`config.mk`:
```
export PLATFORM = sky130hd
export DESIGN_NAME = pb_pulse_conditioner
export DESIGN_NICKNAME = d
export VERILOG_FILES = /design/src/rtl/pb_pkg.sv /design/src/rtl/pb_channel.sv /design/src/rtl/pb_pulse_conditioner.sv
export SDC_FILE = /design/constraint.sdc
export NUM_CORES = 1
export LEC_CHECK = 0
export CAP_MARGIN = 30
export CORE_MARGIN = 3
export CORE_UTILIZATION = 63
export CTS_CLUSTER_SIZE = 20
export DETAILED_ROUTE_END_ITERATION = 6
export PLACE_DENSITY = 0.92
export SLEW_MARGIN = 15
export SYNTH_ARGS = -nofsm -noshare
export SYNTH_HDL_FRONTEND = slang
export SYNTH_SLANG_ARGS = --single-unit
export TNS_END_PERCENT = 100
```
`constraint.sdc`:
```
create_clock -name clk -period 4.3 [get_ports clk]
set_input_delay 0.86 -clock clk [delete_from_list [all_inputs] [get_ports clk]]
set_output_delay 0.86 -clock clk [all_outputs]
set_load 0.005 [all_outputs]
```
`src/rtl/pb_pkg.sv`:
```
// Shared types and counter widths for the pushbutton conditioner.
package pb_pkg;

  localparam int unsigned DB_W  = 16;
  localparam int unsigned RPT_W = 24;

  typedef enum logic [1:0] {
    IDLE   = 2'd0,
    PRESS  = 2'd1,
    REPEAT = 2'd2
  } pb_state_e;

endpackage

```
`src/rtl/pb_channel.sv`:
```
// One pushbutton: 2-flop synchroniser, debounce, press FSM and optional auto-repeat.
// Auto-repeat logic is built only when AUTO_REPEAT_EN is defined.
module pb_channel
  import pb_pkg::*;
#(
  parameter logic [DB_W-1:0]  DEBOUNCE_CYCLES = 16'd50000,
  parameter logic [RPT_W-1:0] REPEAT_DELAY    = 24'd5000000,
  parameter logic [RPT_W-1:0] REPEAT_RATE     = 24'd1000000
) (
  input  logic clk,
  input  logic rst_n,
  input  logic raw_i,
  output logic level_o,
  output logic pulse_o
);

  logic [1:0]      sync_q;
  logic [DB_W-1:0] db_cnt_q;
  logic            level_q;
  pb_state_e       state_q;
  logic            pulse_q;

  always_ff @(posedge clk or negedge rst_n) begin
    if (!rst_n) begin
      sync_q   <= '0;
      db_cnt_q <= '0;
      level_q  <= 1'b0;
    end else begin
      sync_q <= {sync_q[0], raw_i};
      if (sync_q[1] != level_q) begin
        if (db_cnt_q == DEBOUNCE_CYCLES - DB_W'(1)) begin
          level_q  <= ~level_q;
          db_cnt_q <= '0;
        end else begin
          db_cnt_q <= db_cnt_q + DB_W'(1);
        end
      end else begin
        db_cnt_q <= '0;
      end
    end
  end

`ifdef AUTO_REPEAT_EN
  // One counter serves as hold counter in PRESS and rate counter in REPEAT.
  logic [RPT_W-1:0] rpt_cnt_q;

  always_ff @(posedge clk or negedge rst_n) begin
    if (!rst_n) begin
      state_q   <= IDLE;
      pulse_q   <= 1'b0;
      rpt_cnt_q <= '0;
    end else begin
      pulse_q <= 1'b0;
      case (state_q)
        IDLE: begin
          if (level_q) begin
            state_q   <= PRESS;
            pulse_q   <= 1'b1;
            rpt_cnt_q <= '0;
          end
        end
        PRESS: begin
          if (!level_q) begin
            state_q <= IDLE;
          end else if (rpt_cnt_q == REPEAT_DELAY - RPT_W'(1)) begin
            state_q   <= REPEAT;
            pulse_q   <= 1'b1;
            rpt_cnt_q <= '0;
          end else if (rpt_cnt_q != '1) begin
            rpt_cnt_q <= rpt_cnt_q + RPT_W'(1);
          end
        end
        REPEAT: begin
          if (!level_q) begin
            state_q <= IDLE;
          end else if (rpt_cnt_q == REPEAT_RATE - RPT_W'(1)) begin
            pulse_q   <= 1'b1;
            rpt_cnt_q <= '0;
          end else if (rpt_cnt_q != '1) begin
            rpt_cnt_q <= rpt_cnt_q + RPT_W'(1);
          end
        end
        default: state_q <= IDLE;
      endcase
    end
  end
`else
  logic unused_rpt_cfg;
  assign unused_rpt_cfg = ^{REPEAT_DELAY, REPEAT_RATE};

  always_ff @(posedge clk or negedge rst_n) begin
    if (!rst_n) begin
      state_q <= IDLE;
      pulse_q <= 1'b0;
    end else begin
      pulse_q <= 1'b0;
      case (state_q)
        IDLE: begin
          if (level_q) begin
            state_q <= PRESS;
            pulse_q <= 1'b1;
          end
        end
        PRESS: begin
          if (!level_q) state_q <= IDLE;
        end
        default: state_q <= IDLE;
      endcase
    end
  end
`endif

  assign level_o = level_q;
  assign pulse_o = pulse_q;

endmodule

```
`src/rtl/pb_pulse_conditioner.sv`:
```
// Up/down pushbutton conditioner feeding the set-value counter.
// Define AUTO_REPEAT_EN to enable hold-to-repeat pulses.
module pb_pulse_conditioner
  import pb_pkg::*;
#(
  parameter logic [DB_W-1:0]  DEBOUNCE_CYCLES = 16'd50000,
  parameter logic [RPT_W-1:0] REPEAT_DELAY    = 24'd5000000,
  parameter logic [RPT_W-1:0] REPEAT_RATE     = 24'd1000000
) (
  input  logic clk,
  input  logic reset,
  input  logic btn_up_raw,
  input  logic btn_down_raw,
  output logic PB_up,
  output logic PB_down,
  output logic up_level,
  output logic down_level
);

  logic up_lvl, up_pulse, dn_lvl, dn_pulse;
  logic pb_up_q, pb_down_q, up_level_q, down_level_q;
  logic conflict;

  pb_channel #(
    .DEBOUNCE_CYCLES (DEBOUNCE_CYCLES),
    .REPEAT_DELAY    (REPEAT_DELAY),
    .REPEAT_RATE     (REPEAT_RATE)
  ) u_up (
    .clk     (clk),
    .rst_n   (reset),
    .raw_i   (btn_up_raw),
    .level_o (up_lvl),
    .pulse_o (up_pulse)
  );

  pb_channel #(
    .DEBOUNCE_CYCLES (DEBOUNCE_CYCLES),
    .REPEAT_DELAY    (REPEAT_DELAY),
    .REPEAT_RATE     (REPEAT_RATE)
  ) u_down (
    .clk     (clk),
    .rst_n   (reset),
    .raw_i   (btn_down_raw),
    .level_o (dn_lvl),
    .pulse_o (dn_pulse)
  );

  // Channel levels here equal the registered level outputs one cycle later,
  // i.e. in the same cycle the gated pulse appears on PB_up/PB_down.
  assign conflict = up_lvl & dn_lvl;

  always_ff @(posedge clk or negedge reset) begin
    if (!reset) begin
      pb_up_q      <= 1'b0;
      pb_down_q    <= 1'b0;
      up_level_q   <= 1'b0;
      down_level_q <= 1'b0;
    end else begin
      pb_up_q      <= up_pulse & ~conflict;
      pb_down_q    <= dn_pulse & ~conflict;
      up_level_q   <= up_lvl;
      down_level_q <= dn_lvl;
    end
  end

  assign PB_up      = pb_up_q;
  assign PB_down    = pb_down_q;
  assign up_level   = up_level_q;
  assign down_level = down_level_q;

endmodule
```
==> run_results.csv <==
group,metric,value,unit
sta,drv_slew,0,
die,core_area,2900,sq um
placement,pre_cts_ws,2.588,ns
global_route,grt.total_usage,21.77,%
finish,num_antenna_cells,0,
sta,final_hold_viol_count,0,
finish,drive_above_1_share,7.071,%
detailed_routing,drt_iter0_markers,74,
clock_network,root_buffer,"clkbuf_4",
critical_path,critical_path_peak_fanout,1,
critical_path,crit_family,"buffers and inverters",
critical_path,start_kind,"flop",
pwr,leakage,0.9181,nW
sta,fmax,0.4790,GHz
sta,setup_viol,0,
finish,final_nets,205,
hold_path,min_path_type,"flop to flop",
global_route,overflow,0,
placement,placed_cells,231,
synthesis,ys_ff_latch,46,
sta,period_needed,2.088,ns
finish,area_growth,10.40,%
placement,dp_hpwl,2.572,mm
critical_path,worstPathArrival,1.23,ns
sta,max-slew-margin-rel,67.27,%
detailed_routing,viasPerCell,6.042,
critical_path,critical_path.slowest_cell,"clkdlybuf4s50_1",
clock_network,ctsResizeCount,0,
clock_network,cts_setup_buffers,0,
sta,fin_skew,0.008352,ns
clock_network,clk_latency,0.37,ns
clock_network,cts_sinks,46,
run_status,status,"completed",
synthesis,ys_types,24,
sta,grt_setup_unrepaired,"false",
sta,setup_ws,2.212,ns
clock_network,cts_buffers,5,
critical_path,required,3.44,ns
die,start_util,69.72,%
detailed_routing,antenna_left,0,
clock_network,path_clk_slew,0.13,ns
clock_network,htree_levels,2,
critical_path,path_buf_inv,1,
finish,layout_commonest_cell,"dfrtp_1",
clock_network,cts_tree,"built",
critical_path,crit_chain,"clkdlybuf4s50_1",
critical_path,crit_path_max_incr_delay,0.50,ns
detailed_routing,dr.pass1.iters,4,
synthesis,netlist_area,2022,sq um
finish,layout_common_cells,"46 x dfrtp_1, 32 x nor2_1, 24 x xnor2_1",
sta,whs,0.3661,ns
sta,tns,0,ns
synthesis,synth_cells,185,
clock_network,cts_buffer_depth,2,
detailed_routing,routed_wl,3.721,mm
pwr,vdd_ir_drop_max,0.3626,mV
synthesis,synthesis.nets,193,
detailed_routing,vias,1450,
critical_path,worst_setup_path_end_kind,"output port",
die,io_pins,8,
die,rows,19,
pwr,total_power,0.7337,mW
synthesis,synth-edff-count,0,
placement,gp_congestion,0.8743,
sta,tightest_slew,0.4898,ns
synthesis,synth_ff_type,"dfrtp_1",
synthesis,seq_area_frac_synth,56.93,%
synthesis,async_flop_share,100.0,%
detailed_routing,routedWlPerCell,15.50,um
synthesis,yosys_warnings,0,
global_route,grt_pass1_wl,6.596,mm
die,die-area,3925,sq um
detailed_routing,drc,0,
flow_run,maxCapViolations,0,
critical_path,worstSetupPathType,"flop to output port",
placement,port_buffers,7,
pwr,p_per_area,328.7,nW/um^2
synthesis,avgSynthCellArea,10.93,sq um
die,die_width,62.65,um
sta,fin_crit_sh,48.55,%
clock_network,cts_hold_buf,0,
die,die_h,62.65,um
global_route,antenna_found_initial,0,
global_route,grt_pass1_vias,1451,
global_route,grt_max_degree,47,
critical_path,r2r_slack,2.45,ns
finish,stdcell_count,240,
-- cell type report --
class,instances,area [sq um]
clock inverters,2,37.54
clock buffers,6,41.29
multi-input cells,130,834.6
repair buffers,8,92.59
well taps,42,52.55
flip-flops and latches,46,1151
fillers,185,668.1
inverters,6,22.52
-- per-stage QoR --
stage / util [%] / cell area [sq um]
3_5_place_dp: 73.30 / 2126
5_1_grt: 76.96 / 2232
3_3_place_gp: 73.30 / 2126
2_1_floorplan: - / 2022
4_1_cts: 76.01 / 2205
6_report: 76.96 / 2232
-- cells by family after synthesis --
kind of cell | after synthesis | share of synthesized area [%]
AO/OA/AOI/OAI | 6 | 1.980
multiplexers | 2 | 1.114
XOR/XNOR | 30 | 12.99
AND/OR/NAND/NOR | 88 | 22.71
adder cells (fa/ha/maj) | 4 | 2.475
flip-flops | 46 | 56.93
buffers and inverters | 9 | 1.794
-- layer usage --
metal  vias up  global-route usage [%]  wire length, um
met4         0                   10.74              131
met1       723                   27.04             1551
met5         -                       0                0
li1        656                       -                -
met2        57                   35.42             1831
met3        14                   5.576              206
-- Yosys cell counts (4+ instances only) --
cell / count / share of area (%)
and3_1: 4 / 1.2
dfrtp_1: 46 / 57
ha_1: 4 / 2.5
inv_1: 6 / 1.1
nand2_1: 8 / 1.5
nand3_1: 12 / 3.0
nand4_1: 8 / 2.5
nor2_1: 32 / 5.9
nor3_1: 8 / 2.0
nor4_1: 6 / 1.9
xnor2_1: 24 / 10
xor2_1: 6 / 2.6
-- power by group --
group	switching, mW	total [mW]	internal, mW
combinational	0.0163	0.0257	0.00940
clock	0.141	0.263	0.123
sequential	0.00579	0.445	0.439
total	0.163	0.734	0.571
-- registers in the layout (all words and copies together), names as in the netlist --
signal           cells
u_up.level_o         1
u_down.db_cnt_q     16
u_up.pulse_o         1
u_up.db_cnt_q       16
u_down.level_o       1
u_up.state_q         1
u_down.state_q       1
u_down.pulse_o       1
u_up.sync_q          2
u_down.sync_q        2
down_level           1
up_level             1
PB_down              1
PB_up                1
-- path summary, 6_finish.rpt --
| check | to | from | cells past startpoint |
|---|---|---|---|
| max in group asynchronous | PB_down$_DFF_PN0_ | reset | 2 |
| max | down_level | down_level$_DFF_PN0_ | 1 |
| max reg2reg | u_up.db_cnt_q[10]$_DFF_PN0_ | u_up.db_cnt_q[8]$_DFF_PN0_ | 4 |
| min reg2reg | u_up.sync_q[1]$_DFF_PN0_ | u_up.sync_q[0]$_DFF_PN0_ | 0 |
| min in group asynchronous | u_down.db_cnt_q[12]$_DFF_PN0_ | reset | 1 |
| min | u_up.sync_q[1]$_DFF_PN0_ | u_up.sync_q[0]$_DFF_PN0_ | 0 |
Note: power is estimated with default switching activity, not from simulation.
